--- src/rtl/countdown_alarm_ctrl.sv ---
//------------------------------------------------------------------------------
// Module     : countdown_alarm_ctrl
// Description: Seconds countdown timer. A prescaler divides clk down to a
//              one-second tick; the loaded seconds value counts down to zero,
//              after which blink_en is held high for the LED blink stage until
//              the alarm is acknowledged or cleared.
//              Optional build macro: ALARM_TIMEOUT_EN -- when defined, the
//              alarm returns to IDLE on its own after ALARM_SECS ticks.
// Revision   : 1.0 - initial release
//------------------------------------------------------------------------------
`default_nettype none

module countdown_alarm_ctrl #(
  parameter int DIV        = 100_000_000,
  parameter int W          = 12,
  parameter int ALARM_SECS = 10
) (
  input  logic         clk,
  input  logic         rst,
  input  logic         load,
  input  logic [W-1:0] load_val,
  input  logic         start,
  input  logic         pause,
  input  logic         clear,
  input  logic         ack,
  output logic         tick,
  output logic         blink_en,
  output logic [W-1:0] remaining,
  output logic [1:0]   state,
  output logic         busy
);

  localparam logic [1:0] IDLE  = 2'd0;
  localparam logic [1:0] RUN   = 2'd1;
  localparam logic [1:0] PAUSE = 2'd2;
  localparam logic [1:0] ALARM = 2'd3;

  localparam int            PW       = (DIV > 1) ? $clog2(DIV) : 1;
  localparam logic [PW-1:0] PRE_LAST = PW'(DIV - 1);

  logic [PW-1:0] prescaler;
  logic          wrap;
  logic [PW-1:0] pre_next;

  // Prescaler terminal count and its wrapped successor.
  assign wrap     = (prescaler == PRE_LAST);
  assign pre_next = wrap ? '0 : prescaler + PW'(1);

`ifdef ALARM_TIMEOUT_EN
  localparam int            AW       = $clog2(ALARM_SECS + 1);
  localparam logic [AW-1:0] ALM_LAST = AW'(ALARM_SECS - 1);
  logic [AW-1:0] alarm_cnt;
`else
  // Timeout length only matters when the auto-timeout is built in.
  logic unused_alarm_secs;
  assign unused_alarm_secs = ^ALARM_SECS;
`endif

  // Control FSM, prescaler, seconds counter and tick pulse.
  // Strobe priority: clear > ack > load > pause > start, where a strobe that
  // does not apply in the current state is skipped. A tick event is only
  // published when the block stays in RUN/ALARM, so tick never shows in
  // IDLE or PAUSE.
  always_ff @(posedge clk) begin
    if (rst) begin
      state     <= IDLE;
      remaining <= '0;
      prescaler <= '0;
      tick      <= 1'b0;
`ifdef ALARM_TIMEOUT_EN
      alarm_cnt <= '0;
`endif
    end else begin
      tick <= 1'b0;
      if (clear) begin
        state     <= IDLE;
        remaining <= '0;
        prescaler <= '0;
`ifdef ALARM_TIMEOUT_EN
        alarm_cnt <= '0;
`endif
      end else begin
        case (state)
          IDLE: begin
            if (load) begin
              remaining <= load_val;
            end else if (start && (remaining != '0)) begin
              state     <= RUN;
              prescaler <= '0;
            end
          end

          RUN: begin
            // Pausing freezes the prescaler, discarding a coincident tick.
            if (pause) begin
              state <= PAUSE;
            end else begin
              prescaler <= pre_next;
              if (wrap) begin
                tick <= 1'b1;
                if (remaining > W'(1)) begin
                  remaining <= remaining - W'(1);
                end else begin
                  remaining <= '0;
                  state     <= ALARM;
`ifdef ALARM_TIMEOUT_EN
                  alarm_cnt <= '0;
`endif
                end
              end
            end
          end

          PAUSE: begin
            // Resume keeps the held prescaler phase.
            if (load) begin
              remaining <= load_val;
            end else if (start) begin
              state <= RUN;
            end
          end

          ALARM: begin
            if (ack) begin
              state <= IDLE;
            end else begin
              prescaler <= pre_next;
              if (wrap) begin
`ifdef ALARM_TIMEOUT_EN
                if (alarm_cnt == ALM_LAST) begin
                  state     <= IDLE;
                  alarm_cnt <= '0;
                end else begin
                  alarm_cnt <= alarm_cnt + AW'(1);
                  tick      <= 1'b1;
                end
`else
                tick <= 1'b1;
`endif
              end
            end
          end

          default: begin
            state <= IDLE;
          end
        endcase
      end
    end
  end

  // Status outputs decoded directly from the state register.
  assign blink_en = (state == ALARM);
  assign busy     = (state == RUN) || (state == PAUSE);

endmodule

`default_nettype wire

--- config.mk ---
export PLATFORM = sky130hd
export DESIGN_NAME = countdown_alarm_ctrl
export DESIGN_NICKNAME = d
export VERILOG_FILES = /design/src/rtl/countdown_alarm_ctrl.sv
export SDC_FILE = /design/constraint.sdc
export NUM_CORES = 1
export LEC_CHECK = 0
export BUFFER_PORTS_ARGS = -buffer_cell sky130_fd_sc_hd__buf_2
export CAP_MARGIN = 20
export CORE_ASPECT_RATIO = 1.4
export CORE_MARGIN = 2
export CORE_UTILIZATION = 57
export DETAILED_ROUTE_END_ITERATION = 16
export GPL_TIMING_DRIVEN = 0
export PLACE_DENSITY = 0.79
export SLEW_MARGIN = 20
export SYNTH_ARGS = -nofsm -noshare
export SYNTH_HDL_FRONTEND = slang
export SYNTH_SLANG_ARGS = --single-unit
--- constraint.sdc ---
create_clock -name clk -period 2.85 [get_ports clk]
set_input_delay 0.57 -clock clk [delete_from_list [all_inputs] [get_ports clk]]
set_output_delay 0.57 -clock clk [all_outputs]
set_load 0.01 [all_outputs]
==> results.py <==
metrics = {
    "run_status": {
        "run_status": "finished clean",
    },
    "sta": {
        "hold_viol_final": 0,
        "fin_setup_tns_ns": 0,
        "maxClockFrequency_mhz": 401,
        "rsz_0062_raised_after_global_routing": "no",
        "finalCritPeriodShare_pct": 87.5,
        "fin_worst_hold_slack_ns": 0.484,
        "timing.final.setup_violations": 0,
        "fin_skew_ns": 0.00246,
        "final_max_slew_viol_count": 0,
        "timing_worst_slew_pin_value_ns": 0.755,
        "crit_path_time_final_ns": 2.49,
        "slew-limit-headroom_pct": 49.3,
    },
    "hold_path": {
        "timing.hold.worst_endpoint": "prescaler[26]$_SDFFE_PP0P_",
        "holdCritPathClass": "reg -> reg",
        "min_delay_path_depth": 2,
        "min_from": "prescaler[26]$_SDFFE_PP0P_",
    },
    "cts": {
        "htreeDepth": 2,
        "cts.sinks": 42,
        "cts_buffer_depth": 2,
        "clk_root_buffer_cell": "sky130_fd_sc_hd__clkbuf_8",
        "clk_latency_ns": 0.30,
        "cts.repair_timing.setup_buffer_count": 0,
        "cts_made_buffers": 5,
        "cts_tree": "yes",
        "cts.hold.buffers_added": 0,
        "cts_resized": 0,
        "clock_transition_at_the_registers_of_the_reported_paths_ns": 0.08,
    },
    "global_route": {
        "grt_start_max_net_pins": 14,
        "grt.overflow.total": 0,
        "global_route.usage.total_pct": 30.1,
        "first_global_vias": 2615,
        "number_of_antenna_violations_at_the_first_check_in_global_routing": 0,
        "grt_first_pass_wirelength_um": 11800,
    },
    "critical_path": {
        "timing.critical_path.required_ns": 3.07,
        "timing.reg2reg.worst_path_depth": 8,
        "critical_path.reg2reg.startpoint": "state[0]$_SDFFE_PP0P_",
        "timing.critical_path.to_type": "flip-flop",
        "r2r_setup_slack_ns": 0.36,
        "critical_path_peak_fanout": 8,
        "crit_slowest_cell": "sky130_fd_sc_hd__a21boi_1",
        "crit_arrival_ns": 2.71,
        "worstSetupPathType": "reg -> reg",
        "timing.critical_path.from_type": "flip-flop",
        "path_cells": "inv_1 -> ha_1 -> or2_2 -> clkbuf_1 -> nand2_1 -> a21boi_1 -> nor2_2 -> a211oi_1",
        "endpoint_of_the_lowest_slack_register_to_register_path": "remaining[11]$_SDFFE_PP0P_",
        "slowest_delay_ns": 0.57,
    },
    "drt": {
        "drc": 0,
        "detailroute.via_count": 2669,
        "detailedRoute.firstIterationViolations": 176,
        "detail_route.vias_per_cell": 6.39,
        "drt-wirelength-per-cell_um": 17.1,
        "routed_wirelength_um": 7130,
        "firstDrtPassIters": 5,
        "remaining_number_of_nets_flagged_by_the_antenna_check_after_routing": 0,
    },
    "cells_and_area": {
        "antennaDiodeCount": 0,
        "post-route-util_pct": 66.1,
        "nNetsFinal": 382,
        "proportion_of_layout_cells_with_a_drive_suffix_above_1_pct": 18.8,
        "syn2layout_area_growth_pct": 14.0,
    },
    "floorplan": {
        "chipHeight_um": 83.7,
        "fp.dieArea_mm2": 0.00510,
        "die_width_um": 61.0,
        "starting_density_of_the_core_pct": 58.0,
        "fp-row-count": 29,
        "core-area_mm2": 0.00446,
        "ios": 36,
    },
    "place": {
        "detailed_place_hpwl_um": 5260,
        "port_buffers": 35,
        "place.gp.congestion": 0.978,
    },
    "synth": {
        "netlist_area_mm2": 0.00259,
        "synth_edf_count": 0,
        "postSynthRegisterBits": 42,
        "synth_largest_area_cell": "sky130_fd_sc_hd__dfxtp_1",
        "yosys.cell_count.top_type": "sky130_fd_sc_hd__dfxtp_1",
        "syn-instance-count": 313,
        "share_of_async_settable_or_async_resettable_flops_after_synthesis_pct": 0,
        "synth_nets": 340,
        "synth_commonest_cells": "sky130_fd_sc_hd__dfxtp_1 (42), sky130_fd_sc_hd__a21oi_1 (36), sky130_fd_sc_hd__nand2_1 (22), sky130_fd_sc_hd__nand3_1 (18)",
        "synth_top_cells_by_area": "sky130_fd_sc_hd__dfxtp_1 (32%), sky130_fd_sc_hd__a21oi_1 (7.0%), sky130_fd_sc_hd__o31ai_1 (4.3%)",
        "postSynth.topFlopCell": "sky130_fd_sc_hd__dfxtp_1",
        "seq_area_frac_synth_pct": 32.5,
        "synth_unique_cells": 59,
        "yosysWarnings": 0,
        "avgSynthCellArea_um2": 8.27,
        "synth.top_cell.area_share_pct": 32.5,
    },
    "job": {
        "max_cap_violations": 0,
    },
    "power": {
        "ir_drop_mv": 0.306,
        "power.static_leakage_nw": 1.01,
        "power.density_mw_per_mm2": 519,
    },
}
-- power breakdown --
part | leakage, nW | internal [mW] | switching [mW] | total (mW)
combinational | 0.619 | 0.153 | 0.266 | 0.419
clock | 0.0514 | 0.262 | 0.225 | 0.487
sequential | 0.340 | 0.602 | 0.0247 | 0.627
total | 1.01 | 1.02 | 0.516 | 1.53
-- cell type report --
cell class / instances / area [µm²]
Buffer: 13 / 66.3
Clock buffer: 6 / 72.6
Clock inverter: 2 / 37.5
Fill cell: 404 / 1510
Inverter: 12 / 45.0
Multi-Input combinational cell: 246 / 1640
Sequential cell: 42 / 841
Tap cell: 62 / 77.6
Timing Repair Buffer: 35 / 175
-- cells in the final DEF (no fill, tap or decap), types with 3 or more instances in the layout --
cell type                  Yosys  routed
sky130_fd_sc_hd__dfxtp_1      42      42
sky130_fd_sc_hd__buf_2         5      40
sky130_fd_sc_hd__a21oi_1      36      36
sky130_fd_sc_hd__nand2_1      22      22
sky130_fd_sc_hd__nand3_1      18      18
sky130_fd_sc_hd__o31ai_1      15      15
sky130_fd_sc_hd__or4_1        15      15
sky130_fd_sc_hd__nor2_1       14      14
sky130_fd_sc_hd__inv_1        12      12
sky130_fd_sc_hd__or3_1        11      11
sky130_fd_sc_hd__a211oi_1     11      11
sky130_fd_sc_hd__o21ai_0      10      10
sky130_fd_sc_hd__ha_1          8       8
sky130_fd_sc_hd__nand4_1       7       7
sky130_fd_sc_hd__a22oi_1       7       7
sky130_fd_sc_hd__clkbuf_1      5       6
sky130_fd_sc_hd__o32ai_1       6       6
sky130_fd_sc_hd__nor3_1        5       5
sky130_fd_sc_hd__clkbuf_8      0       5
sky130_fd_sc_hd__or2_2         4       4
sky130_fd_sc_hd__a32oi_1       4       4
sky130_fd_sc_hd__nor4_1        3       3
sky130_fd_sc_hd__and4_1        3       3
sky130_fd_sc_hd__o21ai_1       3       3
sky130_fd_sc_hd__xnor2_1       3       3
sky130_fd_sc_hd__xor2_1        3       3
-- state kept, by name, summed over array words and instances, names as in the netlist --
register	flops
tick	1
remaining	12
prescaler	27
state	2
-- kinds of logic (layout without fill, tap and decap cells) --
| kind of cell | after synthesis | in the layout | synth area share [%] |
|---|---|---|---|
| AND/OR/NAND/NOR | 123 | 123 | 28.5 |
| AO/OA/AOI/OAI | 109 | 109 | 28.9 |
| flip-flops | 42 | 42 | 32.5 |
| buffers and inverters | 25 | 68 | 4.30 |
| adder cells (fa/ha/maj) | 8 | 8 | 3.87 |
| XOR/XNOR | 6 | 6 | 2.03 |
-- stage by stage --
step                      cells  power, mW  area (µm²)  setup slack (ns)
after floorplan             313      0.937        2590             0.667
after global placement      410       1.05        2840             0.438
after CTS                   418       1.53        2950             0.391
after detailed placement    410       1.05        2840             0.434
final                       418       1.53        2950             0.355
after global routing        418       1.60        2950             0.196
-- worst max-delay path, delay by kind of cell (launching register included) --
kind	cells	cell delay (ns)
AO/OA/AOI/OAI	2	0.83
AND/OR/NAND/NOR	3	0.64
flip-flops	1	0.38
buffers and inverters	2	0.29
adder cells (fa/ha/maj)	1	0.26
-- worst max-delay path by stage --
stage                                startpoint                          to  cells after the start  slack (ns)
after floorplan           state[1]$_SDFFE_PP0P_  prescaler[20]$_SDFFE_PP0P_                      8        0.67
after global placement    state[0]$_SDFFE_PP0P_  remaining[11]$_SDFFE_PP0P_                      8        0.44
after detailed placement  state[0]$_SDFFE_PP0P_  remaining[11]$_SDFFE_PP0P_                      8        0.43
after CTS                 state[0]$_SDFFE_PP0P_  remaining[11]$_SDFFE_PP0P_                      8        0.39
after global routing      state[0]$_SDFFE_PP0P_  remaining[11]$_SDFFE_PP0P_                      8        0.20
final                     state[0]$_SDFFE_PP0P_  remaining[11]$_SDFFE_PP0P_                      8        0.36
-- routing by layer --
metal | up-vias | GRT usage [%] | part of all wire [%]
met1 | 1273 | 33.8 | 39
met5 | - | 0 | 0
met4 | 0 | 14.4 | 2.2
li1 | 1301 | - | -
met2 | 82 | 52.4 | 54
met3 | 13 | 4.81 | 4.2
No activity file was read; power rests on OpenSTA's default activity.
